==> config.mk <==
export PLATFORM = sky130hd
export DESIGN_NAME = nmr_bstrm_sram_arb_flat
export DESIGN_NICKNAME = d
export VERILOG_FILES = /design/src/rtl/nmr_bstrm_sram_arb_if.sv /design/src/rtl/nmr_bstrm_sram_arb.sv /design/src/flat_wrapper.sv
export SDC_FILE = /design/constraint.sdc
export NUM_CORES = 1
export LEC_CHECK = 0
export BUFFER_PORTS_ARGS = -buffer_cell sky130_fd_sc_hd__buf_2
export CORE_AREA = 3 3 265 267
export DETAILED_ROUTE_END_ITERATION = 8
export DIE_AREA = 0 0 268 270
export SETUP_SLACK_MARGIN = 0.1
export SYNTH_ARGS = -nofsm -noshare
export SYNTH_HDL_FRONTEND = slang
export SYNTH_SLANG_ARGS = --single-unit
==> constraint.sdc <==
create_clock -name clk -period 3 [get_ports clk]
set_clock_uncertainty 0.15 [all_clocks]
set_input_delay 0.3 -clock clk [delete_from_list [all_inputs] [get_ports clk]]
set_output_delay 0.3 -clock clk [all_outputs]
set_load 0.1 [all_outputs]
==> src/rtl/nmr_bstrm_sram_arb_if.sv <==
// Signal bundle around the bitstream command SRAM arbiter: sequencer port (A),
// host port (B) and the single-port SRAM side, plus a debug view of the starve counter.
interface nmr_bstrm_sram_arb_if #(
    parameter int SRAM_ADDR_WIDTH = 8,
    parameter int SRAM_DAT_WIDTH  = 128
);
    // Handshake: a requester raises REQ with its payload and holds both stable until
    // the matching one-cycle GNT; each granted read returns exactly one RVALID pulse,
    // in issue order, and RDAT holds between pulses.
    logic                       a_req;
    logic [SRAM_ADDR_WIDTH-1:0] a_addr;
    logic                       a_gnt;
    logic [SRAM_DAT_WIDTH-1:0]  a_rdat;
    logic                       a_rvalid;

    logic                       b_req;
    logic                       b_we;
    logic [SRAM_ADDR_WIDTH-1:0] b_addr;
    logic [SRAM_DAT_WIDTH-1:0]  b_wdat;
    logic                       b_gnt;
    logic                       b_err;
    logic [SRAM_DAT_WIDTH-1:0]  b_rdat;
    logic                       b_rvalid;

    logic                       seq_busy;

    logic [SRAM_ADDR_WIDTH-1:0] sram_addr;
    logic                       sram_cs;
    logic                       sram_we;
    logic [SRAM_DAT_WIDTH-1:0]  sram_wr_dat;
    logic [SRAM_DAT_WIDTH-1:0]  sram_rd_dat;

    logic [7:0]                 starve_cnt;

    modport slave (
        input  a_req, a_addr, b_req, b_we, b_addr, b_wdat, seq_busy, sram_rd_dat,
        output a_gnt, a_rdat, a_rvalid, b_gnt, b_err, b_rdat, b_rvalid,
        output sram_addr, sram_cs, sram_we, sram_wr_dat, starve_cnt
    );

    modport master (
        output a_req, a_addr, b_req, b_we, b_addr, b_wdat, seq_busy, sram_rd_dat,
        input  a_gnt, a_rdat, a_rvalid, b_gnt, b_err, b_rdat, b_rvalid,
        input  sram_addr, sram_cs, sram_we, sram_wr_dat, starve_cnt
    );
endinterface

==> src/rtl/nmr_bstrm_sram_arb.sv <==
// Shares the single-port bitstream SRAM between the sequencer (read-only) and the host
// loader; registers the SRAM strobes and steers returning read data back to its issuer.
module nmr_bstrm_sram_arb #(
    parameter int SRAM_ADDR_WIDTH = 8,
    parameter int SRAM_DAT_WIDTH  = 128,
    parameter int RD_LAT          = 2,
    parameter int STARVE_MAX      = 8
) (
    input logic                 clk,
    input logic                 rst,
    nmr_bstrm_sram_arb_if.slave bus
);
    localparam logic [7:0] STARVE_LIM = 8'(STARVE_MAX);

    typedef struct packed {
        logic valid;
        logic owner_b;
    } tag_t;

    tag_t [RD_LAT:0] tag_pipe;
    tag_t            tag_new;
    tag_t            tag_tail;

    logic a_elig;
    logic b_elig;
    logic b_refuse;
    logic b_access;
    logic b_win;
    logic a_win;

    // A requester whose GNT is high this cycle is not eligible again until the next edge.
    assign a_elig   = bus.a_req && !bus.a_gnt;
    assign b_elig   = bus.b_req && !bus.b_gnt;
    // Refused host writes never touch the SRAM, so they cannot block the sequencer.
    assign b_refuse = b_elig && bus.b_we && bus.seq_busy;
    assign b_access = b_elig && !b_refuse;
    assign b_win    = b_access && (!a_elig || (bus.starve_cnt == STARVE_LIM));
    assign a_win    = a_elig && !b_win;

    assign tag_new  = {a_win || (b_win && !bus.b_we), b_win};
    assign tag_tail = tag_pipe[RD_LAT];

    always_ff @(posedge clk) begin
        if (rst) begin
            bus.a_gnt       <= 1'b0;
            bus.b_gnt       <= 1'b0;
            bus.b_err       <= 1'b0;
            bus.sram_cs     <= 1'b0;
            bus.sram_we     <= 1'b0;
            bus.sram_addr   <= '0;
            bus.sram_wr_dat <= '0;
            bus.a_rvalid    <= 1'b0;
            bus.b_rvalid    <= 1'b0;
            bus.a_rdat      <= '0;
            bus.b_rdat      <= '0;
            bus.starve_cnt  <= '0;
            tag_pipe        <= '0;
        end else begin
            bus.a_gnt   <= a_win;
            bus.b_gnt   <= b_win || b_refuse;
            bus.b_err   <= b_refuse;
            bus.sram_cs <= a_win || b_win;
            bus.sram_we <= b_win && bus.b_we;

            if (b_win) begin
                bus.sram_addr   <= bus.b_addr;
                bus.sram_wr_dat <= bus.b_wdat;
            end else if (a_win) begin
                bus.sram_addr <= bus.a_addr;
            end

            if (b_win || b_refuse) begin
                bus.starve_cnt <= '0;
            end else if (b_access && (bus.starve_cnt != STARVE_LIM)) begin
                bus.starve_cnt <= bus.starve_cnt + 8'd1;
            end

            // Tail of the tag pipe lines up with the cycle SRAM_RD_DAT is valid.
            tag_pipe     <= {tag_pipe[RD_LAT-1:0], tag_new};
            bus.a_rvalid <= tag_tail.valid && !tag_tail.owner_b;
            bus.b_rvalid <= tag_tail.valid && tag_tail.owner_b;
            if (tag_tail.valid && !tag_tail.owner_b) begin
                bus.a_rdat <= bus.sram_rd_dat;
            end
            if (tag_tail.valid && tag_tail.owner_b) begin
                bus.b_rdat <= bus.sram_rd_dat;
            end
        end
    end
endmodule

==> src/flat_wrapper.sv <==
// flat-port wrapper written by rule: the top's interface ports become plain ports
module nmr_bstrm_sram_arb_flat 
#(
    parameter int SRAM_ADDR_WIDTH = 8,
    parameter int SRAM_DAT_WIDTH  = 128,
    parameter int RD_LAT          = 2,
    parameter int STARVE_MAX      = 8
)
  (clk, rst, bus_a_req, bus_a_addr, bus_b_req, bus_b_we, bus_b_addr, bus_b_wdat, bus_seq_busy, bus_sram_rd_dat, bus_a_gnt, bus_a_rdat, bus_a_rvalid, bus_b_gnt, bus_b_err, bus_b_rdat, bus_b_rvalid, bus_sram_addr, bus_sram_cs, bus_sram_we, bus_sram_wr_dat, bus_starve_cnt);
  nmr_bstrm_sram_arb_if #(.SRAM_ADDR_WIDTH(SRAM_ADDR_WIDTH), .SRAM_DAT_WIDTH(SRAM_DAT_WIDTH)) bus_i ();
  input logic clk;
  input logic rst;
  input wire logic [$bits(bus_i.a_req)-1:0] bus_a_req;
  input wire logic [$bits(bus_i.a_addr)-1:0] bus_a_addr;
  input wire logic [$bits(bus_i.b_req)-1:0] bus_b_req;
  input wire logic [$bits(bus_i.b_we)-1:0] bus_b_we;
  input wire logic [$bits(bus_i.b_addr)-1:0] bus_b_addr;
  input wire logic [$bits(bus_i.b_wdat)-1:0] bus_b_wdat;
  input wire logic [$bits(bus_i.seq_busy)-1:0] bus_seq_busy;
  input wire logic [$bits(bus_i.sram_rd_dat)-1:0] bus_sram_rd_dat;
  output wire logic [$bits(bus_i.a_gnt)-1:0] bus_a_gnt;
  output wire logic [$bits(bus_i.a_rdat)-1:0] bus_a_rdat;
  output wire logic [$bits(bus_i.a_rvalid)-1:0] bus_a_rvalid;
  output wire logic [$bits(bus_i.b_gnt)-1:0] bus_b_gnt;
  output wire logic [$bits(bus_i.b_err)-1:0] bus_b_err;
  output wire logic [$bits(bus_i.b_rdat)-1:0] bus_b_rdat;
  output wire logic [$bits(bus_i.b_rvalid)-1:0] bus_b_rvalid;
  output wire logic [$bits(bus_i.sram_addr)-1:0] bus_sram_addr;
  output wire logic [$bits(bus_i.sram_cs)-1:0] bus_sram_cs;
  output wire logic [$bits(bus_i.sram_we)-1:0] bus_sram_we;
  output wire logic [$bits(bus_i.sram_wr_dat)-1:0] bus_sram_wr_dat;
  output wire logic [$bits(bus_i.starve_cnt)-1:0] bus_starve_cnt;
  assign bus_i.a_req = bus_a_req;
  assign bus_i.a_addr = bus_a_addr;
  assign bus_i.b_req = bus_b_req;
  assign bus_i.b_we = bus_b_we;
  assign bus_i.b_addr = bus_b_addr;
  assign bus_i.b_wdat = bus_b_wdat;
  assign bus_i.seq_busy = bus_seq_busy;
  assign bus_i.sram_rd_dat = bus_sram_rd_dat;
  assign bus_a_gnt = bus_i.a_gnt;
  assign bus_a_rdat = bus_i.a_rdat;
  assign bus_a_rvalid = bus_i.a_rvalid;
  assign bus_b_gnt = bus_i.b_gnt;
  assign bus_b_err = bus_i.b_err;
  assign bus_b_rdat = bus_i.b_rdat;
  assign bus_b_rvalid = bus_i.b_rvalid;
  assign bus_sram_addr = bus_i.sram_addr;
  assign bus_sram_cs = bus_i.sram_cs;
  assign bus_sram_we = bus_i.sram_we;
  assign bus_sram_wr_dat = bus_i.sram_wr_dat;
  assign bus_starve_cnt = bus_i.starve_cnt;
  nmr_bstrm_sram_arb #(.SRAM_ADDR_WIDTH(SRAM_ADDR_WIDTH), .SRAM_DAT_WIDTH(SRAM_DAT_WIDTH), .RD_LAT(RD_LAT), .STARVE_MAX(STARVE_MAX)) u_core (.clk(clk), .rst(rst), .bus(bus_i));
endmodule
==> flow_summary_export.csv <==
group,metric,value,unit
outcome,status,"finished, final reports clean",
grt,grt_overflow,0,
yosys,synth_area,13900,um^2
place,numPortBuffers,684,
cells_and_area,fin_util,0.333,
yosys,postSynthNetCount,1816,
detailed_routing,drt-initial-drc-count,795,
place,gp_congestion,0.868,
clock_tree,clock_latency,0.56,ns
floorplanning,design.core.area,68300,um^2
power_and_ir_drop,vdd_ir_drop_max,0.413,mV
floorplanning,die_w,268,um
yosys,seq_area_frac_synth,0.596,
worst_setup_path,critPathArrivalTime,2.77,ns
cells_and_area,nets,2745,
grt,first_global_vias,14700,
min_path,holdPathStages,3,
worst_setup_path,end_kind,"register",
sta,slew_headroom,0.298,
sta,timing.fmax,408,MHz
worst_setup_path,rrSetupSlack,0.55,ns
sta,rsz0062_at_grt,"false",
sta,finalCriticalPeriod,2.45,ns
yosys,ys.flop_type,"dfxtp_1",
yosys,synth_edf_count,0,
yosys,yosysUniqueCellTypes,37,
sta,fin_hold_ws,0.165,ns
clock_tree,cts_resized,0,
grt,antenna_found_initial,4,
yosys,synthTopCellsByArea,"dfxtp_1 (60%), nand2_1 (14%), a21oi_1 (9.5%)",
worst_setup_path,worstSetupPathType,"register to register",
worst_setup_path,ff2ff_path_depth,7,
cells_and_area,fin_area,22800,um^2
yosys,yosys.area.top_type_share,0.596,
sta,finalSetupViolations,0,
detailed_routing,vias_per_cell,4.26,
power_and_ir_drop,p_leak,10.1,nW
worst_setup_path,critPathMaxFanout,13,
clock_tree,htreeDepth,2,
run,cap_violations,0,
place,pre_cts_slack,0.634,ns
detailed_routing,drtPass1Iterations,5,
place,place_area,18400,um^2
clock_tree,cts_tree,"done",
yosys,synth.most_common_cell,"nand2_1",
clock_tree,cts_num_sinks,413,
floorplanning,dieArea,72400,um^2
clock_tree,cts-root-buf,"clkbuf_16",
floorplanning,start_util,0.203,
sta,drv_slew,0,
yosys,syn_avg_cell_area,9.03,um^2
detailed_routing,drt_wl_total,59800,um
clock_tree,clk_path_buf_depth,3,
floorplanning,std_cell_rows,96,
cells_and_area,area_growth,64.2,%
worst_setup_path,start_kind,"register",
floorplanning,die_y,270,um
yosys,synth_seq_cells,413,
clock_tree,cts_inserted_buffers,46,
min_path,worst_hold_path_type,"input pin to register",
detailed_routing,drc,0,
sta,hold_viol,0,
grt,grt_max_degree,138,
clock_tree,clk_pin_slew,0.06,ns
power_and_ir_drop,fin_total_pwr,13.8,mW
cells_and_area,layout-drive-gt1-share,0.323,
cells_and_area,fillers,6977,
min_path,min_to,"u_core.bus.b_err$_SDFF_PP0_",
place,dp.cells,3015,
floorplanning,pin_count,685,
worst_setup_path,r2r_start,"u_core.bus.starve_cnt[0]$_SDFFE_PP0P_",
yosys,synth_top_cell_by_area,"dfxtp_1",
yosys,synth-async-reset-ratio,0,
sta,postLayoutSetupSlackWorst,0.550,ns
yosys,synthTopCellsByCount,"nand2_1 (519), dfxtp_1 (413), a21oi_1 (263), a22o_1 (128), clkbuf_1 (82)",
worst_setup_path,cp-startpoint,"u_core.bus.starve_cnt[0]$_SDFFE_PP0P_",
grt,track_usage,0.157,
detailed_routing,ant_nets,0,
worst_setup_path,worst_ep_required_time,3.32,ns
grt,grt_first_pass_wirelength,88300,um
min_path,hp-start,"bus_b_req",
worst_setup_path,rr_endpoint,"u_core.bus.sram_addr[1]$_SDFFE_PP0P_",
sta,max_slew.worst_pin.slew,1.05,ns
detailed_routing,detail_route.wl_per_cell,17.7,um
place,dp_hpwl,42000,um
sta,timing.final.crit_share,0.817,
detailed_routing,vias,14400,
power_and_ir_drop,power_density,607,nW/um^2
yosys,yosysWarnings,0,
sta,fin_setup_tns,0,ns
cells_and_area,fin_cells,3384,
yosys,synth_cells,1536,
[cell families (layout without fill, tap and decap cells)]
logic type / after synthesis / count (layout) / share of synthesized area
compound gates: 420 / 420 / 0.191
buf+inv: 122 / 1085 / 0.0403
flops: 413 / 413 / 0.596
simple gates: 566 / 566 / 0.162
xor+xnor: 5 / 5 / 0.00316
fa+ha+maj: 2 / 2 / 0.00180
other cells: 0 / 3 / 0
mux: 8 / 8 / 0.00641
[registers in the layout (all words and copies together) (netlist names), 6 cells and up]
name and flops:
u_core.bus.a_rdat 128, u_core.bus.b_rdat 128, u_core.bus.sram_wr_dat 128, u_core.bus.sram_addr 8, u_core.bus.starve_cnt 8, u_core.tag_pipe 6
[cell type report]
class	instances	area, um^2	share of cell area
Inverter	2	7.51	0.000330
Antenna cell	3	7.51	0.000330
Clock buffer	67	1380	0.0608
Multi-Input combinational cell	1001	5080	0.223
Tap cell	882	1100	0.0485
Timing Repair Buffer	1001	6750	0.296
Sequential cell	413	8270	0.363
Clock inverter	15	165	0.00725
[worst max path at each step]
stage / endpoint / cells after the start
5_1_grt: u_core.bus.sram_addr[1]$_SDFFE_PP0P_ / 7
6_report: u_core.bus.sram_addr[1]$_SDFFE_PP0P_ / 7
2_1_floorplan: u_core.bus.sram_wr_dat[79]$_SDFFE_PP0N_ / 8
3_3_place_gp: u_core.bus.sram_wr_dat[25]$_SDFFE_PP0N_ / 7
3_5_place_dp: u_core.bus.sram_wr_dat[25]$_SDFFE_PP0N_ / 7
4_1_cts: u_core.bus.sram_addr[1]$_SDFFE_PP0P_ / 7
[cells in the final DEF (no fill, tap or decap), types with 2 or more instances in the layout]
cell           netlist  final
and2_1               3      2
nand2b_1             3      2
nand4_1              3      3
buf_2               17    683
nand2_1            519    518
ha_1                 2      2
a22o_1             128    128
mux2_2               7      7
bufinv_16            0      3
nor3_1               3      3
nand3_1              3      3
a22oi_1              7      7
dfxtp_1            413    413
clkbuf_1            82      9
clkinvlp_4           0      2
dlygate4sd3_1        0    284
nor2_1              12     12
clkbuf_16            0     49
buf_12               0     18
diode_2              0      3
a32oi_1              8      8
inv_1                2      2
o21ai_0             10     10
xnor2_1              5      5
nor2b_1              7      6
a21oi_1            263    262
clkbuf_8             0      9
nor4_1               3      3
or3_1                2      2
clkinv_2             0      8
buf_4                1     15
[where the power goes]
| group | switching [mW] | total [mW] | internal (mW) |
|---|---|---|---|
| Clock | 2.29 | 5.74 | 3.45 |
| Sequential | 0.0895 | 5.74 | 5.65 |
| Combinational | 1.69 | 2.34 | 0.651 |
[repair_timing]
action / 4_1_cts / 5_1_grt
buffers inserted: 0 / 0
hold buffers: 284 / 0
endpoints found under the hold margin: 401 / 0
[metal layers]
layer,vias to the layer above,track usage,routed length [um]
li1,7041,-,-
met1,6632,0.161,22200
met2,630,0.278,28700
met3,126,0.0395,4230
met4,0,0.108,4700
met5,-,0,0
[worst max-delay path: stages, from the launching register on]
cell	delay, ns
dfxtp_1	0.35
inv_1	0.08
ha_1	0.14
nor4b_4	0.30
and2_1	0.51
a32oi_1	0.17
dlygate4sd3_1	0.57
o21ai_0	0.09
(Power assumes the default switching activity.)
